## src/rtl/mem_stage_if.sv

```systemverilog
// EX -> MEM bundle and MEM -> WB/IF outputs of the memory stage.
// The slave side is the stage itself; the master side drives ex_*.
interface mem_stage_if;
  logic        ex_wreg;
  logic        ex_m2reg;
  logic        ex_wmem;
  logic        ex_branch;
  logic        ex_zero;
  logic [31:0] ex_aluR;
  logic [31:0] ex_inB;
  logic [31:0] ex_pc;
  logic [4:0]  ex_destR;
  logic [3:0]  EXE_ins_type;
  logic [3:0]  EXE_ins_number;

  logic        mem_wreg;
  logic        mem_m2reg;
  logic [31:0] mem_aluR;
  logic [31:0] mem_mdata;
  logic [4:0]  mem_destR;
  logic        mem_pcsrc;
  logic [31:0] mem_bpc;
  logic        mem_flush;
  logic [3:0]  MEM_ins_type;
  logic [3:0]  MEM_ins_number;

  modport master (
    output ex_wreg, ex_m2reg, ex_wmem,
    output ex_branch, ex_zero,
    output ex_aluR, ex_inB, ex_pc,
    output ex_destR,
    output EXE_ins_type, EXE_ins_number,
    input  mem_wreg, mem_m2reg,
    input  mem_aluR, mem_mdata,
    input  mem_destR,
    input  mem_pcsrc, mem_bpc, mem_flush,
    input  MEM_ins_type, MEM_ins_number
  );

  modport slave (
    input  ex_wreg, ex_m2reg, ex_wmem,
    input  ex_branch, ex_zero,
    input  ex_aluR, ex_inB, ex_pc,
    input  ex_destR,
    input  EXE_ins_type, EXE_ins_number,
    output mem_wreg, mem_m2reg,
    output mem_aluR, mem_mdata,
    output mem_destR,
    output mem_pcsrc, mem_bpc, mem_flush,
    output MEM_ins_type, MEM_ins_number
  );
endinterface

```

## src/rtl/mem_stage.sv

```systemverilog
// Memory-access stage: EX/MEM register, word data memory and
// branch resolution with self-squash of the slot behind a taken branch.
module mem_stage #(
  parameter int DMEM_DEPTH = 32,
  parameter int AW         = 5
) (
  input logic        clk,
  input logic        clrn,
  mem_stage_if.slave bus
);

  typedef struct packed {
    logic        wreg;
    logic        m2reg;
    logic        wmem;
    logic        branch;
    logic        zero;
    logic [31:0] alu_r;
    logic [31:0] in_b;
    logic [31:0] pc;
    logic [4:0]  dest_r;
    logic [3:0]  ins_type;
    logic [3:0]  ins_number;
  } ex_mem_t;

  ex_mem_t       ex_mem_q;
  ex_mem_t       ex_mem_d;
  logic [31:0]   dmem_q [DMEM_DEPTH];
  logic [AW-1:0] idx;
  logic          pcsrc;

  assign pcsrc = ex_mem_q.branch & ex_mem_q.zero;
  assign idx   = ex_mem_q.alu_r[AW+1:2];

  // Next EX/MEM contents; a taken branch turns its successor into a bubble.
  always_comb begin
    ex_mem_d            = '0;
    ex_mem_d.wreg       = bus.ex_wreg;
    ex_mem_d.m2reg      = bus.ex_m2reg;
    ex_mem_d.wmem       = bus.ex_wmem;
    ex_mem_d.branch     = bus.ex_branch;
    ex_mem_d.zero       = bus.ex_zero;
    ex_mem_d.alu_r      = bus.ex_aluR;
    ex_mem_d.in_b       = bus.ex_inB;
    ex_mem_d.pc         = bus.ex_pc;
    ex_mem_d.dest_r     = bus.ex_destR;
    ex_mem_d.ins_type   = bus.EXE_ins_type;
    ex_mem_d.ins_number = bus.EXE_ins_number;
    if (pcsrc) begin
      ex_mem_d.wreg       = 1'b0;
      ex_mem_d.m2reg      = 1'b0;
      ex_mem_d.wmem       = 1'b0;
      ex_mem_d.branch     = 1'b0;
      ex_mem_d.zero       = 1'b0;
      ex_mem_d.ins_type   = '0;
      ex_mem_d.ins_number = '0;
    end
  end

  // EX/MEM pipeline register, loads every cycle.
  always_ff @(posedge clk or negedge clrn) begin
    if (!clrn) begin
      ex_mem_q <= '0;
    end else begin
      ex_mem_q <= ex_mem_d;
    end
  end

  // Data memory: cleared by reset, written by the store sitting in MEM.
  always_ff @(posedge clk or negedge clrn) begin
    if (!clrn) begin
      for (int i = 0; i < DMEM_DEPTH; i++) begin
        dmem_q[i] <= '0;
      end
    end else if (ex_mem_q.wmem) begin
      dmem_q[idx] <= ex_mem_q.in_b;
    end
  end

  assign bus.mem_wreg       = ex_mem_q.wreg;
  assign bus.mem_m2reg      = ex_mem_q.m2reg;
  assign bus.mem_aluR       = ex_mem_q.alu_r;
  assign bus.mem_mdata      = dmem_q[idx];
  assign bus.mem_destR      = ex_mem_q.dest_r;
  assign bus.mem_pcsrc      = pcsrc;
  assign bus.mem_bpc        = ex_mem_q.pc;
  assign bus.mem_flush      = pcsrc;
  assign bus.MEM_ins_type   = ex_mem_q.ins_type;
  assign bus.MEM_ins_number = ex_mem_q.ins_number;

endmodule

```

## src/flat_wrapper.sv

```systemverilog
// flat-port wrapper written by rule: the top's interface ports become plain ports
module mem_stage_flat 
#(
  parameter int DMEM_DEPTH = 32,
  parameter int AW         = 5
)
  (clk, clrn, bus_ex_wreg, bus_ex_m2reg, bus_ex_wmem, bus_ex_branch, bus_ex_zero, bus_ex_aluR, bus_ex_inB, bus_ex_pc, bus_ex_destR, bus_EXE_ins_type, bus_EXE_ins_number, bus_mem_wreg, bus_mem_m2reg, bus_mem_aluR, bus_mem_mdata, bus_mem_destR, bus_mem_pcsrc, bus_mem_bpc, bus_mem_flush, bus_MEM_ins_type, bus_MEM_ins_number);
  mem_stage_if bus_i ();
  input logic clk;
  input logic clrn;
  input wire logic [$bits(bus_i.ex_wreg)-1:0] bus_ex_wreg;
  input wire logic [$bits(bus_i.ex_m2reg)-1:0] bus_ex_m2reg;
  input wire logic [$bits(bus_i.ex_wmem)-1:0] bus_ex_wmem;
  input wire logic [$bits(bus_i.ex_branch)-1:0] bus_ex_branch;
  input wire logic [$bits(bus_i.ex_zero)-1:0] bus_ex_zero;
  input wire logic [$bits(bus_i.ex_aluR)-1:0] bus_ex_aluR;
  input wire logic [$bits(bus_i.ex_inB)-1:0] bus_ex_inB;
  input wire logic [$bits(bus_i.ex_pc)-1:0] bus_ex_pc;
  input wire logic [$bits(bus_i.ex_destR)-1:0] bus_ex_destR;
  input wire logic [$bits(bus_i.EXE_ins_type)-1:0] bus_EXE_ins_type;
  input wire logic [$bits(bus_i.EXE_ins_number)-1:0] bus_EXE_ins_number;
  output wire logic [$bits(bus_i.mem_wreg)-1:0] bus_mem_wreg;
  output wire logic [$bits(bus_i.mem_m2reg)-1:0] bus_mem_m2reg;
  output wire logic [$bits(bus_i.mem_aluR)-1:0] bus_mem_aluR;
  output wire logic [$bits(bus_i.mem_mdata)-1:0] bus_mem_mdata;
  output wire logic [$bits(bus_i.mem_destR)-1:0] bus_mem_destR;
  output wire logic [$bits(bus_i.mem_pcsrc)-1:0] bus_mem_pcsrc;
  output wire logic [$bits(bus_i.mem_bpc)-1:0] bus_mem_bpc;
  output wire logic [$bits(bus_i.mem_flush)-1:0] bus_mem_flush;
  output wire logic [$bits(bus_i.MEM_ins_type)-1:0] bus_MEM_ins_type;
  output wire logic [$bits(bus_i.MEM_ins_number)-1:0] bus_MEM_ins_number;
  assign bus_i.ex_wreg = bus_ex_wreg;
  assign bus_i.ex_m2reg = bus_ex_m2reg;
  assign bus_i.ex_wmem = bus_ex_wmem;
  assign bus_i.ex_branch = bus_ex_branch;
  assign bus_i.ex_zero = bus_ex_zero;
  assign bus_i.ex_aluR = bus_ex_aluR;
  assign bus_i.ex_inB = bus_ex_inB;
  assign bus_i.ex_pc = bus_ex_pc;
  assign bus_i.ex_destR = bus_ex_destR;
  assign bus_i.EXE_ins_type = bus_EXE_ins_type;
  assign bus_i.EXE_ins_number = bus_EXE_ins_number;
  assign bus_mem_wreg = bus_i.mem_wreg;
  assign bus_mem_m2reg = bus_i.mem_m2reg;
  assign bus_mem_aluR = bus_i.mem_aluR;
  assign bus_mem_mdata = bus_i.mem_mdata;
  assign bus_mem_destR = bus_i.mem_destR;
  assign bus_mem_pcsrc = bus_i.mem_pcsrc;
  assign bus_mem_bpc = bus_i.mem_bpc;
  assign bus_mem_flush = bus_i.mem_flush;
  assign bus_MEM_ins_type = bus_i.MEM_ins_type;
  assign bus_MEM_ins_number = bus_i.MEM_ins_number;
  mem_stage #(.DMEM_DEPTH(DMEM_DEPTH), .AW(AW)) u_core (.clk(clk), .clrn(clrn), .bus(bus_i));
endmodule
```

## config.mk

```make
export PLATFORM = sky130hd
export DESIGN_NAME = mem_stage_flat
export DESIGN_NICKNAME = d
export VERILOG_FILES = /design/src/rtl/mem_stage_if.sv /design/src/rtl/mem_stage.sv /design/src/flat_wrapper.sv
export SDC_FILE = /design/constraint.sdc
export NUM_CORES = 1
export LEC_CHECK = 0
export ABC_CLOCK_PERIOD_IN_PS = 2100
export BUFFER_PORTS_ARGS = -buffer_cell sky130_fd_sc_hd__buf_4
export CAP_MARGIN = 20
export CORE_UTILIZATION = 45
export DETAILED_ROUTE_END_ITERATION = 7
export SLEW_MARGIN = 20
export SYNTH_ARGS = -nofsm -noshare
export SYNTH_HDL_FRONTEND = slang
export SYNTH_SLANG_ARGS = --single-unit
```

## constraint.sdc

```tcl
create_clock -name clk -period 2.1 [get_ports clk]
set_clock_uncertainty 0.05 [all_clocks]
set_input_delay 0.315 -clock clk [delete_from_list [all_inputs] [get_ports clk]]
set_output_delay 0.315 -clock clk [all_outputs]
set_load 0.05 [all_outputs]
```

==> results_dict.tcl, run 1 <==
set metrics [dict create \
    worstMarginPinSlew_ns 1.14 \
    setup-violations-final 616 \
    gr-total-overflow 0 \
    fin_util 0.606 \
    drt_iter0_markers 1852 \
    cts_num_sinks 1138 \
    fin_ws_ns -1.14 \
    violations "negative setup slack" \
    seq_area_frac_synth 0.569 \
    port_buffers 228 \
    reg2reg_slack_ns -0.26 \
    die_w_um 335 \
    max_stage_delay_ns 0.52 \
    maxCapViolations 0 \
    dp_cells 5147 \
    power_density_nw_per_um2 922 \
    synth_area_um2 50000 \
    syn2layout_area_growth_pct 32.7 \
    slew_viol_final 0 \
    die_area_um2 112000 \
    place_worst_setup_slack_ns -0.835 \
    num-nets-final 4170 \
    cts_tree "done" \
    crit_top_cell "buf_4" \
    grt_use_total 0.267 \
    tns_ns -100.15 \
    leakagePower_nw 30.7 \
    min_period_ns 3.24 \
    ir_drop_mv 0.733 \
    worst_hold_slack_ns 0.0429 \
    antenna_left 0 \
    outcome "finished with violations" \
    pin_count 229 \
    post-route-period-util 1.54 \
    antenna_found_initial 0 \
    route.detailed.drc 0 \
    ys_seq_elements 1138 \
    path_buf_inv 5 \
    cpLargestDelayFamily "buffers and inverters" \
    cp.required_ns 1.74 \
    end_kind "output pin" \
    hold_viol_final 0 \
    r2r_start "u_core.bus.mem_aluR[3]$_DFF_PN0_" \
    cts-htree-levels 4 \
    first_global_vias 34400 \
    synth_area_leaders "dfrtp_1, mux2_2, mux2i_1" \
    yosysTopAreaCell "dfrtp_1" \
    vias_per_cell 5.74 \
    initial_core_util 0.457 \
    cp_max_fo 9 \
    totalWireLength_mm 154 \
    firstDrtPassIters 5 \
    grt_max_degree 105 \
    hpwl_mm 91.0 \
    synth_top_flop_cell "dfrtp_1" \
    clock_latency_ns 0.73 \
    avgSynthCellArea_um2 14.3 \
    ys_warn_count 0 \
    grt_pass1_wl_mm 223 \
    cts_buffer_depth 3 \
    cp.arrival_ns 2.87 \
    via_count 32300 \
    die_y_um 335 \
    rsz0062_at_grt "true" \
    fmax_mhz 309 \
    hold_class "in -> async" \
    core-area_um2 109000 \
    syn_inst 3503 \
    async_flop_share 1.00 \
    final_cells 5635 \
    drive_gt1_frac 0.532 \
    cp_cell_sequence "buf_12 -> buf_4 -> buf_16 -> mux2i_1 -> o22ai_1 -> nor4_2 -> buf_4 -> nand2_2 -> buf_6" \
    synth_edf_count 0 \
    synth_top_area_frac 0.569 \
    wire_per_inst_um 27.4 \
    cts-root-buf "clkbuf_16" \
    synth_cell_types 32 \
    cts_buffers 130 \
    cts.reportedPaths.clkPinSlew_ns 0.06 \
    syn_nets 3619 \
    cp-start-kind "flip-flop" \
    setup.worst_path.start "u_core.bus.mem_aluR[3]$_DFF_PN0_" \
    slowest_stage "dfrtp_4" \
    path_class "reg -> out" \
    row_count 121 \
    place_congestion 0.844 \
    slew_headroom 0.242 \
]
[area by class of cell]
class,instances,area [um^2]
diodes,1,2.50
clock buffers,202,3910
well taps,1476,1850
inverters,1,3.75
repair buffers,816,9660
flip-flops and latches,1138,28500
multi-input cells,1967,22100
fillers,8170,43100
clock inverters,34,342
[synth_stat cells (4+ instances only)]
master,number
mux2_1,64
dfrtp_1,1138
buf_6,13
o22ai_1,256
and2_1,13
buf_2,146
nand2_1,47
nand3_1,5
nand4b_1,4
or4b_1,4
nor2_2,12
clkbuf_1,134
nand4bb_1,6
nor3_4,4
nor4_1,64
buf_4,103
mux2i_1,512
mux2_2,960
[path summary, 6_finish.rpt]
path,to,cells past startpoint
min in group clk,u_core.ex_mem_q[47]$_DFF_PN0_,2
max reg2reg,u_core.dmem_q[125]$_DFFE_PN0P_,8
min reg2reg,u_core.dmem_q[294]$_DFFE_PN0P_,1
max,bus_mem_mdata[24],9
max in group asynchronous,u_core.dmem_q[207]$_DFFE_PN0P_,4
min,u_core.dmem_q[639]$_DFFE_PN0P_,2
[sequential cells by signal, indices dropped and copies added, names as in the netlist]
signal / cells
u_core.ex_mem_q: 35
u_core.bus.mem_destR: 5
u_core.dmem_q: 1024
u_core.bus.mem_wreg: 1
u_core.bus.mem_m2reg: 1
u_core.bus.MEM_ins_type: 4
u_core.bus.mem_bpc: 32
u_core.bus.MEM_ins_number: 4
u_core.bus.mem_aluR: 32
[metrics by stage]
| stage | power (mW) | cell area, um^2 |
|---|---|---|
| 2_1_floorplan | 33.8 | 50600 |
| 3_3_place_gp | 36.4 | 56000 |
| 3_5_place_dp | 37.0 | 56000 |
| 4_1_cts | 60.5 | 63600 |
| 5_1_grt | 63.6 | 66400 |
| 6_report | 61.2 | 66400 |
[power breakdown]
part           internal, mW  switching [mW]  leakage, nW
Sequential             25.7            2.43         14.6
Combinational          6.01            4.67         14.0
Clock                  13.2            9.17         2.10
Total                  44.9            16.3         30.7
[cell families after synthesis]
family	Yosys count	synth area share
compound gates	256	0.0320
mux	1536	0.333
flops	1138	0.569
buf+inv	398	0.0432
simple gates	175	0.0222
[cell usage in the layout, fill, tap and decap left out, types with 22 or more instances in the layout]
cell type,Yosys,layout
nand2_2,0,36
nor4_2,0,35
clkbuf_1,134,38
buf_6,13,61
clkbuf_16,0,147
nor4_4,0,23
mux2i_4,0,31
dlygate4sd3_1,0,115
mux2i_1,512,418
o22ai_2,0,71
buf_16,0,22
mux2i_2,0,63
mux2_4,0,128
clkbuf_8,0,30
o22ai_1,256,165
buf_8,0,40
mux2_1,64,43
mux2_2,960,853
dfrtp_1,1138,1132
buf_4,103,404
buf_12,0,158
[worst register-to-register path, cell delays in order, from the launching register on]
cell,delay [ns]
dfrtp_4,0.52
buf_12,0.17
buf_12,0.15
or3b_4,0.41
buf_6,0.14
nor2_4,0.10
buf_12,0.19
clkbuf_16,0.21
mux2_4,0.31
[metal layers]
metal	routed length, um	track usage
met4	4990	0.0929
met5	0	0
met1	67400	0.361
met3	7130	0.0418
met2	75000	0.437
[repair_timing]
| item | 4_1_cts | 5_1_grt |
|---|---|---|
| hold buffers | 115 | 0 |
| cloned | 16 | 13 |
| pin swaps | 56 | 89 |
| endpoints found under the hold margin | 694 | 0 |
| gates resized for setup | 285 | 395 |
| buffers inserted | 53 | 72 |
| endpoints found under the setup margin | 721 | 982 |
No activity file was read; power rests on OpenSTA's default activity.
==> run 2, diff against run 1 <==
--- a/constraint.sdc
+++ b/constraint.sdc
@@ -3,3 +3,3 @@
 set_input_delay 0.315 -clock clk [delete_from_list [all_inputs] [get_ports clk]]
 set_output_delay 0.315 -clock clk [all_outputs]
-set_load 0.05 [all_outputs]
+set_load 0.005 [all_outputs]
==> run 2 against run 1 <==
  * The flow still finishes with violations (negative setup slack)
  * Combinational power down 18%
  * Register-to-register slack worse by 0.13 ns
  * Sequential share of layout area up 1.9 points
  * Via count down 1.6%
  * Power down 5.0%
  * Core utilization down 2.6 points
  * Setup slack better by 0.0058 ns
  * Clock power down 4%
  * Count of clock-buffer cells in the layout down 21
  * Cell count down 1.5%
  * Routed wire length down 2.6%
  * Highest routed layer is now met5
==> results_dict.tcl, run 2 (synthesized netlist as in run 1, its figures left out) <==
set metrics [dict create \
    outcome "finished with violations" \
    violations "negative setup slack" \
    grt_pass1_wl_mm 219 \
    wl_met3_mm 8.17 \
    place_congestion 0.833 \
    cpLargestDelayFamily "buffers and inverters" \
    cp_num_cells 10 \
    via_count 31800 \
    cts_num_sinks 1138 \
    antenna_left 0 \
    dr.max_layer_used "met5" \
    pin_count 229 \
    final_cells 5549 \
    num-nets-final 4088 \
    path_class "reg -> out" \
    top_register "u_core.dmem_q" \
    fmax_mhz 309 \
    cp.arrival_ns 2.87 \
    row_count 121 \
    final_common_cell "dfrtp_1" \
    setup-violations-final 796 \
    met2_length_mm 70.9 \
    post-route-period-util 1.54 \
    slowest_stage "dfrtp_2" \
    clock_latency_ns 0.72 \
    first_global_vias 33600 \
    cts_buffers 120 \
    cts_tree "done" \
    min_period_ns 3.23 \
    grt_max_degree 104 \
    die_w_um 335 \
    place_worst_setup_slack_ns -0.688 \
    gr-total-overflow 0 \
    cts-root-buf "clkbuf_16" \
    hold_class "in -> async" \
    slew_viol_final 0 \
    power_density_nw_per_um2 916 \
    largest_register_ffs 1024 \
    max_stage_delay_ns 0.43 \
    antenna_found_initial 4 \
    cp_max_fo 11 \
    design_area_um2 63500 \
    drt_iter0_markers 2173 \
    multiInputGateArea_um2 20700 \
    rsz0062_at_grt "true" \
    rr_worst_depth 8 \
    dpl_cell_area_um2 55700 \
    hold_viol_final 0 \
    slew_headroom 0.274 \
    largestRegisters "u_core.dmem_q: 1024 flops, u_core.ex_mem_q: 35 flops" \
    dp_cells 5127 \
    drive_gt1_frac 0.480 \
    initial_core_util 0.457 \
    cp_cell_sequence "buf_4 -> buf_4 -> nand4bb_4 -> buf_12 -> buf_12 -> o22ai_1 -> nor4_2 -> buf_4 -> nand2_1 -> buf_4" \
    cts_buffer_depth 3 \
    die_y_um 335 \
    path_buf_inv 6 \
    cp-start-kind "flip-flop" \
    worstMarginPinSlew_ns 1.09 \
    route.detailed.drc 0 \
    cts-htree-levels 3 \
    ir_drop_mv 0.711 \
    leakagePower_nw 30.0 \
    met1_length_mm 66.6 \
    final-seq-area_um2 28500 \
    end_kind "output pin" \
    total_power_mw 58.2 \
    vias_per_cell 5.73 \
    port_buffers 228 \
    firstDrtPassIters 5 \
    core-area_um2 109000 \
    syn2layout_area_growth_pct 27.0 \
    worst_hold_slack_ns 0.0765 \
    fillers 8444 \
    hpwl_mm 90.2 \
    grt_use_total 0.261 \
    maxCapViolations 0 \
    crit_top_cell "buf_4" \
    cp.required_ns 1.74 \
    mostFrequentLayoutCells "dfrtp_1, mux2_2, mux2i_1" \
    totalWireLength_mm 150 \
    fin_ws_ns -1.13 \
    die_area_um2 112000 \
    cts.reportedPaths.clkPinSlew_ns 0.06 \
    wire_per_inst_um 27.1 \
]
## run 2: path summary, 6_finish.rpt
path / from / to / slack, ns
min in group clk: bus_ex_inB[2] / u_core.ex_mem_q[47]$_DFF_PN0_ / 0.20
max in group asynchronous: clrn / u_core.ex_mem_q[53]$_DFF_PN0_ / 0.85
hold reg to reg: u_core.dmem_q[294]$_DFFE_PN0P_ / u_core.dmem_q[294]$_DFFE_PN0P_ / 0.44
setup / recovery: u_core.bus.mem_aluR[5]$_DFF_PN0_ / bus_mem_mdata[22] / -1.13
setup reg to reg: u_core.bus.mem_aluR[3]$_DFF_PN0_ / u_core.dmem_q[251]$_DFFE_PN0P_ / -0.39
hold / removal: clrn / u_core.bus.mem_aluR[28]$_DFF_PN0_ / 0.08
## run 2: worst reg2reg max path: cells and delay by family (launching register included)
kind / cells / cell delay, ns
simple gates: 2 / 0.64
buf+inv: 5 / 0.80
flops: 1 / 0.53
mux: 1 / 0.35
## run 2: power breakdown
| part | internal, mW | switching (mW) |
|---|---|---|
| Combinational | 5.26 | 3.49 |
| Sequential | 25.7 | 2.22 |
| Clock | 12.8 | 8.77 |
## run 2: stage by stage
stage / utilization / TNS, ns
after floorplan: - / -0.297
after global routing: 0.580 / -160.60
final: 0.580 / -135.48
after CTS: 0.570 / -126.13
after global placement: 0.509 / -78.07
after detailed placement: 0.509 / -117.35
## run 2: layer usage
layer,track usage,vias to the layer above
met5,0,-
met4,0.0730,4
met3,0.0400,262
met2,0.424,880
met1,0.362,17000
li1,-,13600
## run 2: timing repair
action | CTS | global route
hold endpoints to repair | 508 | 0
cloned | 8 | 11
hold buffers | 115 | 0
pin swaps | 24 | 17
setup buffers | 47 | 18
setup endpoints to repair | 924 | 1025
gates resized for setup | 188 | 142
## run 2: layout make-up
type,count,area share
sequential,1138,0.449
multi-input combinational,1967,0.326
clock inverter,40,0.00721
inverter,1,0.0000591
antenna,2,0.0000788
tap,1476,0.0291
timing repair buffer,744,0.132
clock buffer,181,0.0562
